$ cat src/rtl/wb_initiator_bridge_if.sv
// Signal bundle between a local command/response user and the Wishbone initiator bridge.
// The master modport is the bridge side. The slave modport is the user/peripheral side.
interface wb_initiator_bridge_if;
  logic        cmd_valid_i;
  logic        cmd_ready_o;
  logic        cmd_we_i;
  logic [31:0] cmd_adr_i;
  logic [3:0]  cmd_sel_i;
  logic [31:0] cmd_dat_i;
  logic        wbm_cyc_o;
  logic        wbm_stb_o;
  logic        wbm_we_o;
  logic [3:0]  wbm_sel_o;
  logic [31:0] wbm_adr_o;
  logic [31:0] wbm_dat_o;
  logic [31:0] wbm_dat_i;
  logic        wbm_ack_i;
  logic        wbm_err_i;
  logic        rsp_valid_o;
  logic        rsp_ready_i;
  logic [31:0] rsp_dat_o;
  logic [1:0]  rsp_sts_o;

  modport master (
    input  cmd_valid_i, cmd_we_i, cmd_adr_i, cmd_sel_i, cmd_dat_i,
    input  wbm_dat_i, wbm_ack_i, wbm_err_i, rsp_ready_i,
    output cmd_ready_o, wbm_cyc_o, wbm_stb_o, wbm_we_o, wbm_sel_o,
    output wbm_adr_o, wbm_dat_o, rsp_valid_o, rsp_dat_o, rsp_sts_o
  );

  modport slave (
    output cmd_valid_i, cmd_we_i, cmd_adr_i, cmd_sel_i, cmd_dat_i,
    output wbm_dat_i, wbm_ack_i, wbm_err_i, rsp_ready_i,
    input  cmd_ready_o, wbm_cyc_o, wbm_stb_o, wbm_we_o, wbm_sel_o,
    input  wbm_adr_o, wbm_dat_o, rsp_valid_o, rsp_dat_o, rsp_sts_o
  );
endinterface

$ cat src/rtl/wb_initiator_bridge.sv
// Wishbone classic single-transfer initiator: one accepted command becomes one bus cycle.
// Each bus cycle ends with a single response carrying the data and the status.
module wb_initiator_bridge #(
  parameter int TIMEOUT = 255,
  parameter int TMR_W   = 8
) (
  input logic                  wb_clk_i,
  input logic                  wb_rst_ni,
  wb_initiator_bridge_if.master bus
);

  typedef enum logic [1:0] {IDLE, BUS, RESP} state_t;

  localparam logic [TMR_W-1:0] TMR_LAST = TMR_W'(TIMEOUT - 1);
  localparam bit               TMO_EN   = (TIMEOUT != 0);

  state_t            state_q, state_d;
  logic              cyc_q, cyc_d;
  logic              we_q, we_d;
  logic [3:0]        sel_q, sel_d;
  logic [31:0]       adr_q, adr_d;
  logic [31:0]       dat_q, dat_d;
  logic [TMR_W-1:0]  timer_q, timer_d;
  logic              rsp_valid_q, rsp_valid_d;
  logic [31:0]       rsp_dat_q, rsp_dat_d;
  logic [1:0]        rsp_sts_q, rsp_sts_d;
  logic              done;

  always_ff @(posedge wb_clk_i or negedge wb_rst_ni) begin
    if (!wb_rst_ni) begin
      state_q     <= IDLE;
      cyc_q       <= 1'b0;
      we_q        <= 1'b0;
      sel_q       <= '0;
      adr_q       <= '0;
      dat_q       <= '0;
      timer_q     <= '0;
      rsp_valid_q <= 1'b0;
      rsp_dat_q   <= '0;
      rsp_sts_q   <= '0;
    end else begin
      state_q     <= state_d;
      cyc_q       <= cyc_d;
      we_q        <= we_d;
      sel_q       <= sel_d;
      adr_q       <= adr_d;
      dat_q       <= dat_d;
      timer_q     <= timer_d;
      rsp_valid_q <= rsp_valid_d;
      rsp_dat_q   <= rsp_dat_d;
      rsp_sts_q   <= rsp_sts_d;
    end
  end

  // Termination priority in BUS: error beats ack, and ack beats timeout.
  always_comb begin
    state_d     = state_q;
    cyc_d       = cyc_q;
    we_d        = we_q;
    sel_d       = sel_q;
    adr_d       = adr_q;
    dat_d       = dat_q;
    timer_d     = timer_q;
    rsp_valid_d = rsp_valid_q;
    rsp_dat_d   = rsp_dat_q;
    rsp_sts_d   = rsp_sts_q;
    done        = 1'b0;
    case (state_q)
      IDLE: begin
        if (bus.cmd_valid_i) begin
          we_d    = bus.cmd_we_i;
          sel_d   = bus.cmd_sel_i;
          adr_d   = bus.cmd_adr_i & ~32'h3;
          dat_d   = bus.cmd_dat_i;
          cyc_d   = 1'b1;
          timer_d = '0;
          state_d = BUS;
        end
      end
      BUS: begin
        if (bus.wbm_err_i) begin
          rsp_sts_d = 2'b01;
          rsp_dat_d = '0;
          done      = 1'b1;
        end else if (bus.wbm_ack_i) begin
          rsp_sts_d = 2'b00;
          rsp_dat_d = we_q ? 32'h0 : bus.wbm_dat_i;
          done      = 1'b1;
        end else if (TMO_EN && timer_q == TMR_LAST) begin
          rsp_sts_d = 2'b10;
          rsp_dat_d = '0;
          done      = 1'b1;
        end else if (timer_q != '1) begin
          timer_d = timer_q + 1'b1;
        end
        if (done) begin
          cyc_d       = 1'b0;
          rsp_valid_d = 1'b1;
          state_d     = RESP;
        end
      end
      RESP: begin
        if (bus.rsp_ready_i) begin
          rsp_valid_d = 1'b0;
          state_d     = IDLE;
        end
      end
      default: state_d = IDLE;
    endcase
  end

  assign bus.cmd_ready_o = (state_q == IDLE);
  assign bus.wbm_cyc_o   = cyc_q;
  assign bus.wbm_stb_o   = cyc_q;
  assign bus.wbm_we_o    = we_q;
  assign bus.wbm_sel_o   = sel_q;
  assign bus.wbm_adr_o   = adr_q;
  assign bus.wbm_dat_o   = dat_q;
  assign bus.rsp_valid_o = rsp_valid_q;
  assign bus.rsp_dat_o   = rsp_dat_q;
  assign bus.rsp_sts_o   = rsp_sts_q;

endmodule

$ cat src/flat_wrapper.sv
// flat-port wrapper written by rule: the top's interface ports become plain ports
module wb_initiator_bridge_flat 
#(
  parameter int TIMEOUT = 255,
  parameter int TMR_W   = 8
)
  (wb_clk_i, wb_rst_ni, bus_cmd_valid_i, bus_cmd_we_i, bus_cmd_adr_i, bus_cmd_sel_i, bus_cmd_dat_i, bus_wbm_dat_i, bus_wbm_ack_i, bus_wbm_err_i, bus_rsp_ready_i, bus_cmd_ready_o, bus_wbm_cyc_o, bus_wbm_stb_o, bus_wbm_we_o, bus_wbm_sel_o, bus_wbm_adr_o, bus_wbm_dat_o, bus_rsp_valid_o, bus_rsp_dat_o, bus_rsp_sts_o);
  wb_initiator_bridge_if bus_i ();
  input logic wb_clk_i;
  input logic wb_rst_ni;
  input wire logic [$bits(bus_i.cmd_valid_i)-1:0] bus_cmd_valid_i;
  input wire logic [$bits(bus_i.cmd_we_i)-1:0] bus_cmd_we_i;
  input wire logic [$bits(bus_i.cmd_adr_i)-1:0] bus_cmd_adr_i;
  input wire logic [$bits(bus_i.cmd_sel_i)-1:0] bus_cmd_sel_i;
  input wire logic [$bits(bus_i.cmd_dat_i)-1:0] bus_cmd_dat_i;
  input wire logic [$bits(bus_i.wbm_dat_i)-1:0] bus_wbm_dat_i;
  input wire logic [$bits(bus_i.wbm_ack_i)-1:0] bus_wbm_ack_i;
  input wire logic [$bits(bus_i.wbm_err_i)-1:0] bus_wbm_err_i;
  input wire logic [$bits(bus_i.rsp_ready_i)-1:0] bus_rsp_ready_i;
  output wire logic [$bits(bus_i.cmd_ready_o)-1:0] bus_cmd_ready_o;
  output wire logic [$bits(bus_i.wbm_cyc_o)-1:0] bus_wbm_cyc_o;
  output wire logic [$bits(bus_i.wbm_stb_o)-1:0] bus_wbm_stb_o;
  output wire logic [$bits(bus_i.wbm_we_o)-1:0] bus_wbm_we_o;
  output wire logic [$bits(bus_i.wbm_sel_o)-1:0] bus_wbm_sel_o;
  output wire logic [$bits(bus_i.wbm_adr_o)-1:0] bus_wbm_adr_o;
  output wire logic [$bits(bus_i.wbm_dat_o)-1:0] bus_wbm_dat_o;
  output wire logic [$bits(bus_i.rsp_valid_o)-1:0] bus_rsp_valid_o;
  output wire logic [$bits(bus_i.rsp_dat_o)-1:0] bus_rsp_dat_o;
  output wire logic [$bits(bus_i.rsp_sts_o)-1:0] bus_rsp_sts_o;
  assign bus_i.cmd_valid_i = bus_cmd_valid_i;
  assign bus_i.cmd_we_i = bus_cmd_we_i;
  assign bus_i.cmd_adr_i = bus_cmd_adr_i;
  assign bus_i.cmd_sel_i = bus_cmd_sel_i;
  assign bus_i.cmd_dat_i = bus_cmd_dat_i;
  assign bus_i.wbm_dat_i = bus_wbm_dat_i;
  assign bus_i.wbm_ack_i = bus_wbm_ack_i;
  assign bus_i.wbm_err_i = bus_wbm_err_i;
  assign bus_i.rsp_ready_i = bus_rsp_ready_i;
  assign bus_cmd_ready_o = bus_i.cmd_ready_o;
  assign bus_wbm_cyc_o = bus_i.wbm_cyc_o;
  assign bus_wbm_stb_o = bus_i.wbm_stb_o;
  assign bus_wbm_we_o = bus_i.wbm_we_o;
  assign bus_wbm_sel_o = bus_i.wbm_sel_o;
  assign bus_wbm_adr_o = bus_i.wbm_adr_o;
  assign bus_wbm_dat_o = bus_i.wbm_dat_o;
  assign bus_rsp_valid_o = bus_i.rsp_valid_o;
  assign bus_rsp_dat_o = bus_i.rsp_dat_o;
  assign bus_rsp_sts_o = bus_i.rsp_sts_o;
  wb_initiator_bridge #(.TIMEOUT(TIMEOUT), .TMR_W(TMR_W)) u_core (.wb_clk_i(wb_clk_i), .wb_rst_ni(wb_rst_ni), .bus(bus_i));
endmodule
$ cat config.mk
export PLATFORM = sky130hd
export DESIGN_NAME = wb_initiator_bridge_flat
export DESIGN_NICKNAME = d
export VERILOG_FILES = /design/src/rtl/wb_initiator_bridge_if.sv /design/src/rtl/wb_initiator_bridge.sv /design/src/flat_wrapper.sv
export SDC_FILE = /design/constraint.sdc
export NUM_CORES = 1
export LEC_CHECK = 0
export ABC_CLOCK_PERIOD_IN_PS = 2200
export CAP_MARGIN = 0
export CORE_UTILIZATION = 40
export DETAILED_ROUTE_END_ITERATION = 8
export PLACE_DENSITY_LB_ADDON = 0.12
export SYNTH_ARGS = -nofsm -noshare
export SYNTH_HDL_FRONTEND = slang
export SYNTH_SLANG_ARGS = --single-unit
$ cat constraint.sdc
create_clock -name wb_clk_i -period 2.2 [get_ports wb_clk_i]
set_clock_uncertainty 0.15 [all_clocks]
set_input_delay 0.22 -clock wb_clk_i [delete_from_list [all_inputs] [get_ports wb_clk_i]]
set_output_delay 0.22 -clock wb_clk_i [all_outputs]
set_load 0.02 [all_outputs]
After elaboration in Yosys (flattened, before gate mapping)
Index checks and enable logic that the tools add are counted.

word-level totals
  register bits after elaboration = 113
  input bits = 107
  output and inout port bits = 107
  logic and storage cells = 59

operators by class
  add/subtract/negate cells = 1
  eq/ne operators = 11
  muxes and demuxes = 27
  reductions and logical operators = 10

operators by type and width
  kind                                                  number
  2-to-1 mux 32 bit                                     4
  2-to-1 mux 8 bit                                      5
  one-hot mux 8 bit (2 select lines)                    1
  2-to-1 mux 2 bit                                      6
  != test 2 bit (second input constant)                 5
  AND reduction 3 bit                                   3
  adder 8 x 1 -> 8 bit (second input constant)          1
  equality test 8 bit (second input constant)           1
  2-to-1 mux 1 bit                                      8
  != test 8 bit (second input constant)                 1
  one-hot mux 2 bit (3 select lines)                    1
  AND reduction 6 bit                                   1
  != test 2 x 1 -> 1 bit (second input constant)        2
  one-hot mux 1 bit (2 select lines)                    2
  AND reduction 2 bit                                   2
  nonzero test 2 bit                                    2
  nonzero test 3 bit                                    1
  equality test 2 x 1 -> 1 bit (second input constant)  1
  equality test 2 bit (second input constant)           1
  zero test 2 bit                                       1

Depth between registers and ports, before layout
  word-level depth = 7
  mapped depth = 8
  mapped depth without buffers = 6

Least setup slack after synthesis
No wires, ideal clock.

  path type = flip-flop to flip-flop
  start = register u_core.timer_q[0]
  end = register u_core.rsp_dat_q[10], in the netlist u_core.bus.rsp_dat_o[10]
  library setup time = 0.079 ns
  arrival = 1.540 ns
  required time = 1.971 ns
  setup slack = 0.431 ns
  cell stages (with the launch flop) = 9
  buffers on the path = 2
  period minus slack after synthesis = 1.769 ns
  cell sequence = dfrtp_1 > inv_1 > ha_1 > nand3_1 > nor2_2 > o31ai_1 > buf_6 > buf_6 > mux2i_1

between the ends
  longest elaborated chain between the ends = 3

ends and longest elaborated chain
  item                           line                       source
  start, declared                wb_initiator_bridge.sv:23  logic [TMR_W-1:0] timer_q, timer_d;
  start signal, assigned         wb_initiator_bridge.sv:48  timer_q <= timer_d;
  equality test 8 bit            wb_initiator_bridge.sv:89  end else if (TMO_EN && timer_q == TMR_LAST) begin
  nonzero test 3 bit (no line)   -
  AND reduction 2 bit (no line)  -
  end signal, assigned           wb_initiator_bridge.sv:50  rsp_dat_q <= rsp_dat_d;
  end, declared                  wb_initiator_bridge.sv:25  logic [31:0] rsp_dat_q, rsp_dat_d;

No other way between the ends.
A chain may end at the register's enable or synchronous reset.

Worst setup path after layout
  start = register u_core.state_q[1]
  end = output port bus_cmd_ready_o

between the ends
  longest elaborated chain between the ends = 1

ends and longest elaborated chain
  item                    line                        source
  start, declared         wb_initiator_bridge.sv:17   state_t state_q, state_d;
  start signal, assigned  wb_initiator_bridge.sv:42   state_q <= state_d;
  zero test 2 bit         wb_initiator_bridge.sv:112  assign bus.cmd_ready_o = (state_q == IDLE);
  end, declared           flat_wrapper.sv:20          output wire logic [$bits(bus_i.cmd_ready_o)-1:0] bus_cmd_ready_o;

No other way between the ends.

==> impl_metrics.tcl <==
set metrics [dict create \
    place_area_um2 6990 \
    tns_ns 0 \
    whs_path_depth 3 \
    detailed_place_hpwl_um 8350 \
    routed_via_density 4.59 \
    ys_seq_area_frac 0.604 \
    hold_path_class "primary input to register" \
    io_buffers 209 \
    p_total_uw 10800 \
    worstMarginPinSlew_ns 0.561 \
    ys_async_sr_fraction 1.00 \
    max_freq_mhz 489 \
    tritoncts "done" \
    max_cap_viol_count 0 \
    yosysWarnings 0 \
    cts.sinks 113 \
    design_area_um2 7550 \
    status "completed" \
    ff2ff_path_depth 7 \
    fp.dieW_um 110 \
    first_global_vias 3883 \
    drt_iter0_drc 179 \
    synth-main-ff-cell "dfrtp_1" \
    finalSetupViolations 0 \
    grt_usage 0.201 \
    synthToLayoutAreaGrowth_pct 61.1 \
    grt-ovfl-total 0 \
    cts_resized 0 \
    routedWlPerCell_um 13.5 \
    p_leak_uw 0.00368 \
    min_period_ns 2.04 \
    crit_path_start_kind "register" \
    routed_wl_um 11700 \
    synth-seq-cells 113 \
    place_ws_ns 0.214 \
    die_area_um2 12100 \
    hold_viol_final 0 \
    min_period_over_period 0.929 \
    drv_slew 0 \
    routabilityCongestion 0.772 \
    dr.pass1.iters 4 \
    r2r_setup_slack_ns 0.35 \
    clockBufferDepth 2 \
    clock-root-buffer "clkbuf_16" \
    num_rows 39 \
    nets 821 \
    required_ns 1.83 \
    die_y_um 110 \
    holdCritStartpoint "bus_cmd_dat_i[25]" \
    n_antenna_cell 0 \
    grt_pass1_wl_um 18400 \
    postSynthAreaPerCell_um2 9.46 \
    syn_area_um2 4680 \
    start_util 0.410 \
    crit_fanout 6 \
    yosys.cell_types.count 34 \
    peakVddDrop_uv 736 \
    synth_cells 495 \
    reg2reg_to "u_core.bus.rsp_dat_o[25]" \
    worstSetupPathType "register to output port" \
    crit_path_end_kind "output port" \
    whs_endpoint "u_core.bus.wbm_dat_o[25]" \
    rsz0062_at_grt "no" \
    ant_nets 0 \
    cts.clk_slew.worst_paths_ns 0.05 \
    core_um2 11400 \
    relSlewSlack 0.626 \
    vias 3980 \
    r2r-start "u_core.timer_q[0]" \
    antenna_found_initial 0 \
    drc_errors 0 \
    timing.final.ws_setup_ns 0.156 \
    numCtsBuffers 17 \
    clock_latency_ns 0.40 \
    arrival_ns 1.67 \
    htree_levels 4 \
    drive_above_1_share 0.0648 \
    postCtsSetupBuffers 0 \
    io_pins 214 \
    n_fill_cell 928 \
    final_util 0.661 \
    grt_max_degree 43 \
    p_per_area_nw_per_um2 1440 \
    synth_edf_count 0 \
]
## cells in the final DEF, fill, tap and decap left out, types with 5 or more instances in the layout
cell type,count
clkinv_2,5
dfrtp_1,113
inv_1,34
nand2_1,235
buf_4,9
clkbuf_1,6
buf_12,6
clkbuf_16,17
clkdlybuf4s50_1,208
nand3_1,10
mux2i_1,33
o21ai_0,7
## state kept, by name, summed over array words and instances (netlist names)
register and flops:
u_core.bus.rsp_valid_o 1, u_core.bus.rsp_sts_o 2, u_core.bus.wbm_adr_o 30, u_core.bus.wbm_sel_o 4
u_core.bus.rsp_dat_o 32, u_core.bus.wbm_cyc_o 1, u_core.bus.wbm_dat_o 32, u_core.timer_q 8
u_core.bus.wbm_we_o 1, u_core.state_q 2
## report_power, final
group / switching [uW] / total [uW] / leakage [uW] / internal (uW)
registers: 509 / 3490 / 0.00144 / 2980
clock network: 882 / 2510 / 0.000272 / 1630
logic: 2550 / 4840 / 0.00196 / 2290
total: 3940 / 10800 / 0.00368 / 6910
## per-layer routing
layer / up-vias / GRT usage / wire (um)
met2: 150 / 0.318 / 5370
met4: 0 / 0.0874 / 188
met3: 19 / 0.0917 / 1340
met5: - / 0 / 0
li1: 1962 / - / -
met1: 1849 / 0.237 / 4800
## worst max path at each step
| stage | startpoint | end | slack, ns | cells past startpoint |
|---|---|---|---|---|
| floorplan | u_core.timer_q[0] | u_core.bus.rsp_dat_o[10] | 0.43 | 8 |
| global placement | bus_wbm_err_i | u_core.timer_q[4] | 0.22 | 6 |
| detailed placement | bus_wbm_err_i | u_core.timer_q[3] | 0.21 | 6 |
| CTS | u_core.state_q[1] | bus_cmd_ready_o | 0.12 | 2 |
| global route | u_core.state_q[1] | bus_cmd_ready_o | 0.05 | 2 |
| finish | u_core.state_q[1] | bus_cmd_ready_o | 0.16 | 2 |
## final cells by class
type / count / area, um2 / area share
Sequential cell: 113 / 2830 / 0.375
Tap cell: 143 / 179 / 0.0237
Clock buffer: 26 / 489 / 0.0648
Multi-Input combinational cell: 322 / 1590 / 0.210
Clock inverter: 6 / 55.1 / 0.00730
Timing Repair Buffer: 224 / 2280 / 0.302
Inverter: 34 / 128 / 0.0169
## cell usage after synthesis, types with 3 or more instances
cell type / n / area (um2)
dfrtp_1: 113 / 2830
nand2_1: 236 / 886
buf_6: 4 / 45.0
o21ai_0: 7 / 35.0
o21ai_1: 3 / 15.0
buf_4: 5 / 37.5
nand3_1: 10 / 50.1
mux2i_1: 33 / 330
inv_1: 34 / 128
a22o_1: 3 / 26.3
buf_2: 14 / 70.1
clkbuf_1: 4 / 15.0
## logic make-up after synthesis
family                     Yosys count  synth area share
AOI/OAI and AO/OA                   20            0.0264
xor gates and xnor gates             2           0.00374
adders and majority gates            2           0.00534
buffers and inverters               61            0.0631
DFF                                113             0.604
muxes                               33            0.0705
other                                1          0.000801
and+or+nand+nor                    263             0.226
## timing repair
item / CTS / global route
hold buffers: 1 / 0
setup endpoints to repair: 0 / 0
hold endpoints to repair: 38 / 0
## metrics by stage
step | hold WS [ns] | instances
2_1_floorplan | -0.226 | 496
3_3_place_gp | 0.111 | 835
3_5_place_dp | 0.105 | 835
4_1_cts | 0.179 | 868
5_1_grt | 0.190 | 868
6_report | 0.198 | 868
## critical path, cell delays in order, from the launching register on
cell and delay (ns):
dfrtp_1 0.44, nor2_1 0.19, clkdlybuf4s50_1 0.65
Power figures use the tool's default switching activity.
